`src/rtl/alu_issue_scheduler.sv`:
```
`default_nettype none
// ============================================================================
// alu_issue_scheduler: ALU reservation station with CDB wakeup and one issue/cycle.
// Optional macro RS_AGE_ORDER_EN selects oldest-ready instead of lowest-index.
// Revision: 1.0
// ============================================================================
module alu_issue_scheduler #(
  parameter int RS_SIZE = 8,
  parameter int TAG_W   = 6
) (
  input  logic             clk_in,
  input  logic             rst_n_in,
  input  logic             rdy_in,
  input  logic             flush,
  input  logic [5:0]       disp_opcode,
  input  logic [31:0]      disp_val1,
  input  logic [31:0]      disp_val2,
  input  logic [31:0]      disp_imm,
  input  logic [31:0]      disp_pc,
  input  logic [TAG_W-1:0] disp_q1,
  input  logic [TAG_W-1:0] disp_q2,
  input  logic             disp_busy1,
  input  logic             disp_busy2,
  input  logic [TAG_W-1:0] disp_rob,
  input  logic             cdb_alu_valid,
  input  logic             cdb_lsb_valid,
  input  logic [TAG_W-1:0] cdb_alu_rob,
  input  logic [TAG_W-1:0] cdb_lsb_rob,
  input  logic [31:0]      cdb_alu_res,
  input  logic [31:0]      cdb_lsb_res,
  output logic             rs_full,
  output logic [5:0]       alu_opcode,
  output logic [31:0]      alu_val1,
  output logic [31:0]      alu_val2,
  output logic [31:0]      alu_imm,
  output logic [31:0]      alu_pc,
  output logic [TAG_W-1:0] alu_rob
);

  localparam int IDX_W = $clog2(RS_SIZE);

  logic [RS_SIZE-1:0] busy_q, busy_d, w1_q, w1_d, w2_q, w2_d;
  logic [5:0]         op_q  [RS_SIZE];
  logic [5:0]         op_d  [RS_SIZE];
  logic [31:0]        v1_q  [RS_SIZE];
  logic [31:0]        v1_d  [RS_SIZE];
  logic [31:0]        v2_q  [RS_SIZE];
  logic [31:0]        v2_d  [RS_SIZE];
  logic [31:0]        imm_q [RS_SIZE];
  logic [31:0]        imm_d [RS_SIZE];
  logic [31:0]        pc_q  [RS_SIZE];
  logic [31:0]        pc_d  [RS_SIZE];
  logic [TAG_W-1:0]   q1_q  [RS_SIZE];
  logic [TAG_W-1:0]   q1_d  [RS_SIZE];
  logic [TAG_W-1:0]   q2_q  [RS_SIZE];
  logic [TAG_W-1:0]   q2_d  [RS_SIZE];
  logic [TAG_W-1:0]   rob_q [RS_SIZE];
  logic [TAG_W-1:0]   rob_d [RS_SIZE];

  logic [5:0]         aop_q, aop_d;
  logic [31:0]        av1_q, av1_d, av2_q, av2_d, aimm_q, aimm_d, apc_q, apc_d;
  logic [TAG_W-1:0]   arob_q, arob_d;

  logic [RS_SIZE-1:0] ready;
  logic               sel_found, free_found, dispatch_en;
  logic [IDX_W-1:0]   sel_idx, free_idx;
  logic [32:0]        snoop1, snoop2, wk1, wk2;

`ifdef RS_AGE_ORDER_EN
  // Relative age (counter minus stamp) keeps the compare correct across counter wrap.
  localparam int AGE_W = IDX_W + 2;
  logic [AGE_W-1:0] age_q [RS_SIZE];
  logic [AGE_W-1:0] age_d [RS_SIZE];
  logic [AGE_W-1:0] cnt_q, cnt_d;
  logic [AGE_W-1:0] best_dist, dist;
`endif

  // Returns {still_waiting, value}; the ALU broadcast wins over the LSB one.
  function automatic logic [32:0] resolve(
    input logic             waiting,
    input logic [TAG_W-1:0] tag,
    input logic [31:0]      val,
    input logic             av,
    input logic [TAG_W-1:0] ar,
    input logic [31:0]      ares,
    input logic             lv,
    input logic [TAG_W-1:0] lr,
    input logic [31:0]      lres
  );
    if (!waiting)             resolve = {1'b0, val};
    else if (av && ar == tag) resolve = {1'b0, ares};
    else if (lv && lr == tag) resolve = {1'b0, lres};
    else                      resolve = {1'b1, val};
  endfunction

  assign rs_full     = &busy_q;
  assign ready       = busy_q & ~w1_q & ~w2_q;
  assign dispatch_en = rdy_in && !flush && (disp_opcode != 6'd0) && !rs_full;

  always_comb begin
    free_found = 1'b0;
    free_idx   = '0;
    for (int i = RS_SIZE - 1; i >= 0; i--) begin
      if (!busy_q[i]) begin
        free_found = 1'b1;
        free_idx   = IDX_W'(i);
      end
    end
  end

  always_comb begin
    sel_found = 1'b0;
    sel_idx   = '0;
`ifdef RS_AGE_ORDER_EN
    best_dist = '0;
    dist      = '0;
    for (int i = 0; i < RS_SIZE; i++) begin
      dist = cnt_q - age_q[i];
      if (ready[i] && (!sel_found || dist > best_dist)) begin
        sel_found = 1'b1;
        sel_idx   = IDX_W'(i);
        best_dist = dist;
      end
    end
`else
    for (int i = RS_SIZE - 1; i >= 0; i--) begin
      if (ready[i]) begin
        sel_found = 1'b1;
        sel_idx   = IDX_W'(i);
      end
    end
`endif
  end

  always_comb begin
    busy_d = busy_q;
    w1_d   = w1_q;
    w2_d   = w2_q;
    op_d   = op_q;
    v1_d   = v1_q;
    v2_d   = v2_q;
    imm_d  = imm_q;
    pc_d   = pc_q;
    q1_d   = q1_q;
    q2_d   = q2_q;
    rob_d  = rob_q;
    aop_d  = 6'd0;
    av1_d  = av1_q;
    av2_d  = av2_q;
    aimm_d = aimm_q;
    apc_d  = apc_q;
    arob_d = arob_q;
    wk1    = '0;
    wk2    = '0;
`ifdef RS_AGE_ORDER_EN
    age_d  = age_q;
    cnt_d  = cnt_q;
`endif
    snoop1 = resolve(disp_busy1, disp_q1, disp_val1, cdb_alu_valid, cdb_alu_rob,
                     cdb_alu_res, cdb_lsb_valid, cdb_lsb_rob, cdb_lsb_res);
    snoop2 = resolve(disp_busy2, disp_q2, disp_val2, cdb_alu_valid, cdb_alu_rob,
                     cdb_alu_res, cdb_lsb_valid, cdb_lsb_rob, cdb_lsb_res);

    if (flush) begin
      busy_d = '0;
      w1_d   = '0;
      w2_d   = '0;
    end else if (rdy_in) begin
      for (int i = 0; i < RS_SIZE; i++) begin
        if (busy_q[i]) begin
          wk1 = resolve(w1_q[i], q1_q[i], v1_q[i], cdb_alu_valid, cdb_alu_rob,
                        cdb_alu_res, cdb_lsb_valid, cdb_lsb_rob, cdb_lsb_res);
          wk2 = resolve(w2_q[i], q2_q[i], v2_q[i], cdb_alu_valid, cdb_alu_rob,
                        cdb_alu_res, cdb_lsb_valid, cdb_lsb_rob, cdb_lsb_res);
          w1_d[i] = wk1[32];
          v1_d[i] = wk1[31:0];
          w2_d[i] = wk2[32];
          v2_d[i] = wk2[31:0];
        end
      end

      if (sel_found) begin
        busy_d[sel_idx] = 1'b0;
        aop_d  = op_q[sel_idx];
        av1_d  = v1_q[sel_idx];
        av2_d  = v2_q[sel_idx];
        aimm_d = imm_q[sel_idx];
        apc_d  = pc_q[sel_idx];
        arob_d = rob_q[sel_idx];
      end

      // free_idx comes from pre-edge state, so the slot just issued is never reused here.
      if (dispatch_en && free_found) begin
        busy_d[free_idx] = 1'b1;
        op_d[free_idx]   = disp_opcode;
        w1_d[free_idx]   = snoop1[32];
        v1_d[free_idx]   = snoop1[31:0];
        w2_d[free_idx]   = snoop2[32];
        v2_d[free_idx]   = snoop2[31:0];
        q1_d[free_idx]   = disp_q1;
        q2_d[free_idx]   = disp_q2;
        imm_d[free_idx]  = disp_imm;
        pc_d[free_idx]   = disp_pc;
        rob_d[free_idx]  = disp_rob;
`ifdef RS_AGE_ORDER_EN
        age_d[free_idx]  = cnt_q;
        cnt_d            = cnt_q + AGE_W'(1);
`endif
      end
    end
  end

  always_ff @(posedge clk_in or negedge rst_n_in) begin
    if (!rst_n_in) begin
      busy_q <= '0;
      w1_q   <= '0;
      w2_q   <= '0;
      for (int i = 0; i < RS_SIZE; i++) begin
        op_q[i]  <= '0;
        v1_q[i]  <= '0;
        v2_q[i]  <= '0;
        imm_q[i] <= '0;
        pc_q[i]  <= '0;
        q1_q[i]  <= '0;
        q2_q[i]  <= '0;
        rob_q[i] <= '0;
`ifdef RS_AGE_ORDER_EN
        age_q[i] <= '0;
`endif
      end
`ifdef RS_AGE_ORDER_EN
      cnt_q  <= '0;
`endif
      aop_q  <= '0;
      av1_q  <= '0;
      av2_q  <= '0;
      aimm_q <= '0;
      apc_q  <= '0;
      arob_q <= '0;
    end else begin
      busy_q <= busy_d;
      w1_q   <= w1_d;
      w2_q   <= w2_d;
      op_q   <= op_d;
      v1_q   <= v1_d;
      v2_q   <= v2_d;
      imm_q  <= imm_d;
      pc_q   <= pc_d;
      q1_q   <= q1_d;
      q2_q   <= q2_d;
      rob_q  <= rob_d;
`ifdef RS_AGE_ORDER_EN
      age_q  <= age_d;
      cnt_q  <= cnt_d;
`endif
      aop_q  <= aop_d;
      av1_q  <= av1_d;
      av2_q  <= av2_d;
      aimm_q <= aimm_d;
      apc_q  <= apc_d;
      arob_q <= arob_d;
    end
  end

  assign alu_opcode = aop_q;
  assign alu_val1   = av1_q;
  assign alu_val2   = av2_q;
  assign alu_imm    = aimm_q;
  assign alu_pc     = apc_q;
  assign alu_rob    = arob_q;

endmodule
`default_nettype wire

```
`config.mk`:
```
export PLATFORM = sky130hd
export DESIGN_NAME = alu_issue_scheduler
export DESIGN_NICKNAME = d
export VERILOG_FILES = /design/src/rtl/alu_issue_scheduler.sv
export SDC_FILE = /design/constraint.sdc
export NUM_CORES = 2
export LEC_CHECK = 0
export BUFFER_PORTS_ARGS = -buffer_cell sky130_fd_sc_hd__clkbuf_2
export CORE_MARGIN = 2
export CORE_UTILIZATION = 34
export CTS_BUF_LIST = sky130_fd_sc_hd__clkbuf_4 sky130_fd_sc_hd__clkbuf_8 sky130_fd_sc_hd__clkbuf_16
export DETAILED_ROUTE_END_ITERATION = 7
export SYNTH_ARGS = -nofsm -noshare
export SYNTH_HDL_FRONTEND = slang
export SYNTH_SLANG_ARGS = --single-unit
```
`constraint.sdc`:
```
create_clock -name clk_in -period 3.57 [get_ports clk_in]
set_input_delay 0.5355 -clock clk_in [delete_from_list [all_inputs] [get_ports clk_in]]
set_output_delay 0.5355 -clock clk_in [all_outputs]
set_load 0.1 [all_outputs]
```
==> results.md <==
- The flow ran to the end, but the final reports show violations.
- The highest achievable clock rate is 283.9 MHz.
- The top-level I/O count is 377.
- Along the worst path, the maximum fanout reaches 17.
- Summing all placed instances gives a cell area of between 80000 and 90000 um2.
- Hold is met by slightly above 0.02 ns.
- The critical path in this run is classified as reg2reg.
- The finished layout holds 11555 standard cells, fillers aside.
- The cell area after synthesis is 74530 um2.
- The die covers 223000 um2.
- The final reports fail on DRC.
- The average instance in the mapped netlist occupies 8.708 um2.
- The detail-routed via count per cell is around 6.5.
- Entering global routing, the biggest net connects 119 pins.
- For this run the aggregate overflow at the end of global routing stands at 0.
- The pre-CTS setup slack is 0.08277 ns.
- The startpoint identified for the worst hold timing path is disp_imm[14].
- Of the available clock period, the critical path in the final layout requires 98.67%.
- The worst-case IR drop observed on VDD is slightly above 0.5 mV.
- The final count of negative-setup-slack endpoints is 0.
- Sorting the synthesized cells by area gives the leading types as dfrtp_1 (46%), nand2_1 (12%), mux2i_1 (4.2%), a221o_1 (3.6%), clkbuf_1 (3.4%).
- The width of the chip is 472.2 um.
- The final route contains 74760 vias.
- The share of synthesized registers carrying an async set or reset is between 90% and 100%.
- At the later pin of the worst-skew pair, clock insertion delay measures approximately 0.85 ns.
- The count of nets left with antenna violations once routing finished came out at 0.
- The biggest area contributor in the post-synthesis netlist is dfrtp_1.
- For this run, the share of the core covered by cells in the final layout is approximately two fifths.
- The setup clock skew after layout is 0.04497 ns.
- The number of pins with negative max-slew slack in the final report is 0.
- For this run, the post-layout net count is 8811.
- The die is between 400 and 500 um tall.
- The type of origin of the critical path is a flop.
- Summed over all failing endpoints, the final setup total negative slack is 0 ns.
- The initial antenna violation count came to 54.
- For this run, design rule violations remaining after detail routing come to 3.
- The count of port buffers added during placement is 376.
- From synthesis to final layout, the design area changed by 16.42%.
- The completed layout was analyzed and its total power is 42.51 mW.
- The share of the Yosys chip area taken by registers is between 40% and 50%.
- The time the final worst path needs with I/O delays and setup is 3.523 ns.
- The maximum buffer depth of the clock tree is 3.
- The area share of the leading cell type in the synthesized netlist is a little under half.
- The synthesized instance count is 8559.
- The synthesized netlist net count is 8795.
- At the pin with the least slew margin, the transition time is 1.311 ns.
- The initialized floorplan defines 171 standard-cell rows.
- The number of max-capacitance violations reported is 0.
- The clock transition at the registers of the reported paths is 0.06 ns.
- The hold violation total from the final report came to 0.
- The region available for standard cell placement spans 217600 um2.
- The critical path starts at busy_q[0].
- The critical path data arrival time is 4.30 ns.
- The top flip-flop cell by instance count after synthesis is dfrtp_1.
- The worst slew slack as a fraction of its limit is between 10% and 20%.
- The global router's overall resource usage is between 30% and 40%.
- The number of synthesized flops with an enable pin is 0.
- Counting distinct cell types in the post-synthesis netlist gives between 80 and 90.
- The tree built by TritonCTS fans out to between 1000 and 1500 sinks.
- In the final routed layout, each cell accounts on average for 31.86 um.
- The number of placed instances, taps included, is between 10000 and 15000.
- The total number of yosys warnings is 0.
- The type of element capturing the critical path is a flop.
- The global-route wire length before repair is 521600 um.
- The static leakage is 38.63 nW.
- Once layout is done, the placed cells without fillers occupy 86770 um2.
- The first routing iteration left approximately 12000 violations.
- The number of global-route vias before repair is 72715.
- The number of buffers inserted by post-CTS setup repair is 0.
- Synthesis inferred 1380 register bits.
- Counting the buffers created by CTS gives about 150.
- The CTS tree is built.
- The data required time at the worst endpoint is 4.35 ns.
- The clock root buffer is clkbuf_16.
- The routability congestion estimate from global placement is between 0.9 and 1.
- The H-tree generated during clock tree synthesis spans 4 levels.
- The total power density per cell area is ~490 nW/um2.
- For this run, the detailed router's first-pass iteration total came to 8.
- In this run the worst hold path is classified as in2reg.
- The smallest setup slack after layout is 0.04743 ns.
- The total wirelength of the detailed-routed design is about 370000 um.
- The share of cells above drive strength 1 is 14.72%.
- The sum of net half-perimeters after detailed placement is 215200 um.
- The initial core utilization is 34.25%.
- The startpoint of the worst-slack reg-to-reg timing path is busy_q[0].
- Setup repair after global routing left no endpoint under its margin.
-- cell usage after synthesis (all sizes together) (118+ instances only) --
cell type / count
inv: 118
nand2: 2415
buf: 258
nor3: 202
nand3: 369
a221o: 265
mux2i: 310
nor2: 295
o22ai: 127
clkbuf: 669
dfrtp: 1380
o21ai: 240
xnor2: 128
a21oi: 470
-- critical path, cell delays in order (launching register included) --
cell     delay (ns)
dfrtp_1        0.48
or3b_1         0.44
nand4_2        0.44
nor2_4         1.04
buf_4          0.47
o21ai_0        0.14
o32ai_1        0.27
a211o_1        0.14
-- cells in the final DEF, fill, tap and decap left out, drive strengths merged, types with 36 or more instances in the layout --
cell type       n
a221o         265
a31oi          57
dlygate4sd3    55
a211oi         72
o221a          68
a21oi         470
mux2i         310
dfrtp        1380
nand4          37
o32ai          42
and3           63
a211o          45
inv           125
a22oi          37
nor3          202
xor2           88
nand2        2415
o32a           92
mux2           97
nor2          295
or3            36
a222oi         45
a221oi         64
o21ai         240
buf           358
o22ai         127
clkbuf        593
a2111oi        45
xnor2         128
o211ai         85
o211a          63
nand3         369
-- routing by layer --
| metal | GRT usage (%) | vias to the layer above | wire (um) |
|---|---|---|---|
| met4 | 19.38 | 60 | 26300 |
| met5 | 0 | - | 365 |
| met1 | 39.14 | 36710 | 134500 |
| met2 | 46.00 | 6186 | 152100 |
| met3 | 13.70 | 1557 | 54870 |
| li1 | - | 30247 | - |
-- flip-flops by register name (all words and copies together), names as in the netlist, 32 cells and up --
register / flops
alu_imm: 32
alu_pc: 32
alu_val1: 32
alu_val2: 32
imm_q: 256
op_q: 48
pc_q: 256
q1_q: 48
q2_q: 48
rob_q: 48
v1_q: 256
v2_q: 256
-- cell families after synthesis --
logic type                after synthesis  synth area share [%]
buffers and inverters                1046                 5.756
and+or+nand+nor                      3531                 19.97
AOI/OAI and AO/OA                    1979                 19.78
xor gates and xnor gates              216                 2.538
DFF                                  1380                 46.33
muxes                                 407                 5.629
-- repair_timing --
| action | CTS | global route |
|---|---|---|
| endpoints found under the hold margin | 322 | 0 |
| resized for setup | 0 | 0 |
| hold buffers | 55 | 0 |
-- power breakdown --
part	switching (mW)	total [mW]	internal [mW]
clock	7.18	16.6	9.41
sequential	1.15	18.2	17.1
combinational	5.54	7.67	2.14
-- path summary, 6_finish.rpt --
check	to	slack, ns	depth (start not counted)
max reg2reg	alu_val1[30]	0.05	7
max in group asynchronous	pc_q[84]	2.02	3
max	alu_val1[30]	0.05	7
min	imm_q[238]	0.02	3
min reg2reg	imm_q[53]	0.47	2
min in group asynchronous	v1_q[69]	0.25	2
-- final cells by class --
| class | instances | area, um2 |
|---|---|---|
| flip-flops and latches | 1380 | 34530 |
| clock inverters | 47 | 656.9 |
| multi-input cells | 6133 | 36320 |
| clock buffers | 218 | 4491 |
| repair buffers | 788 | 6716 |
| well taps | 2854 | 3571 |
| fillers | 21399 | 130800 |
| inverters | 119 | 446.7 |
| diodes | 16 | 40.04 |
Power figures use the tool's default switching activity.
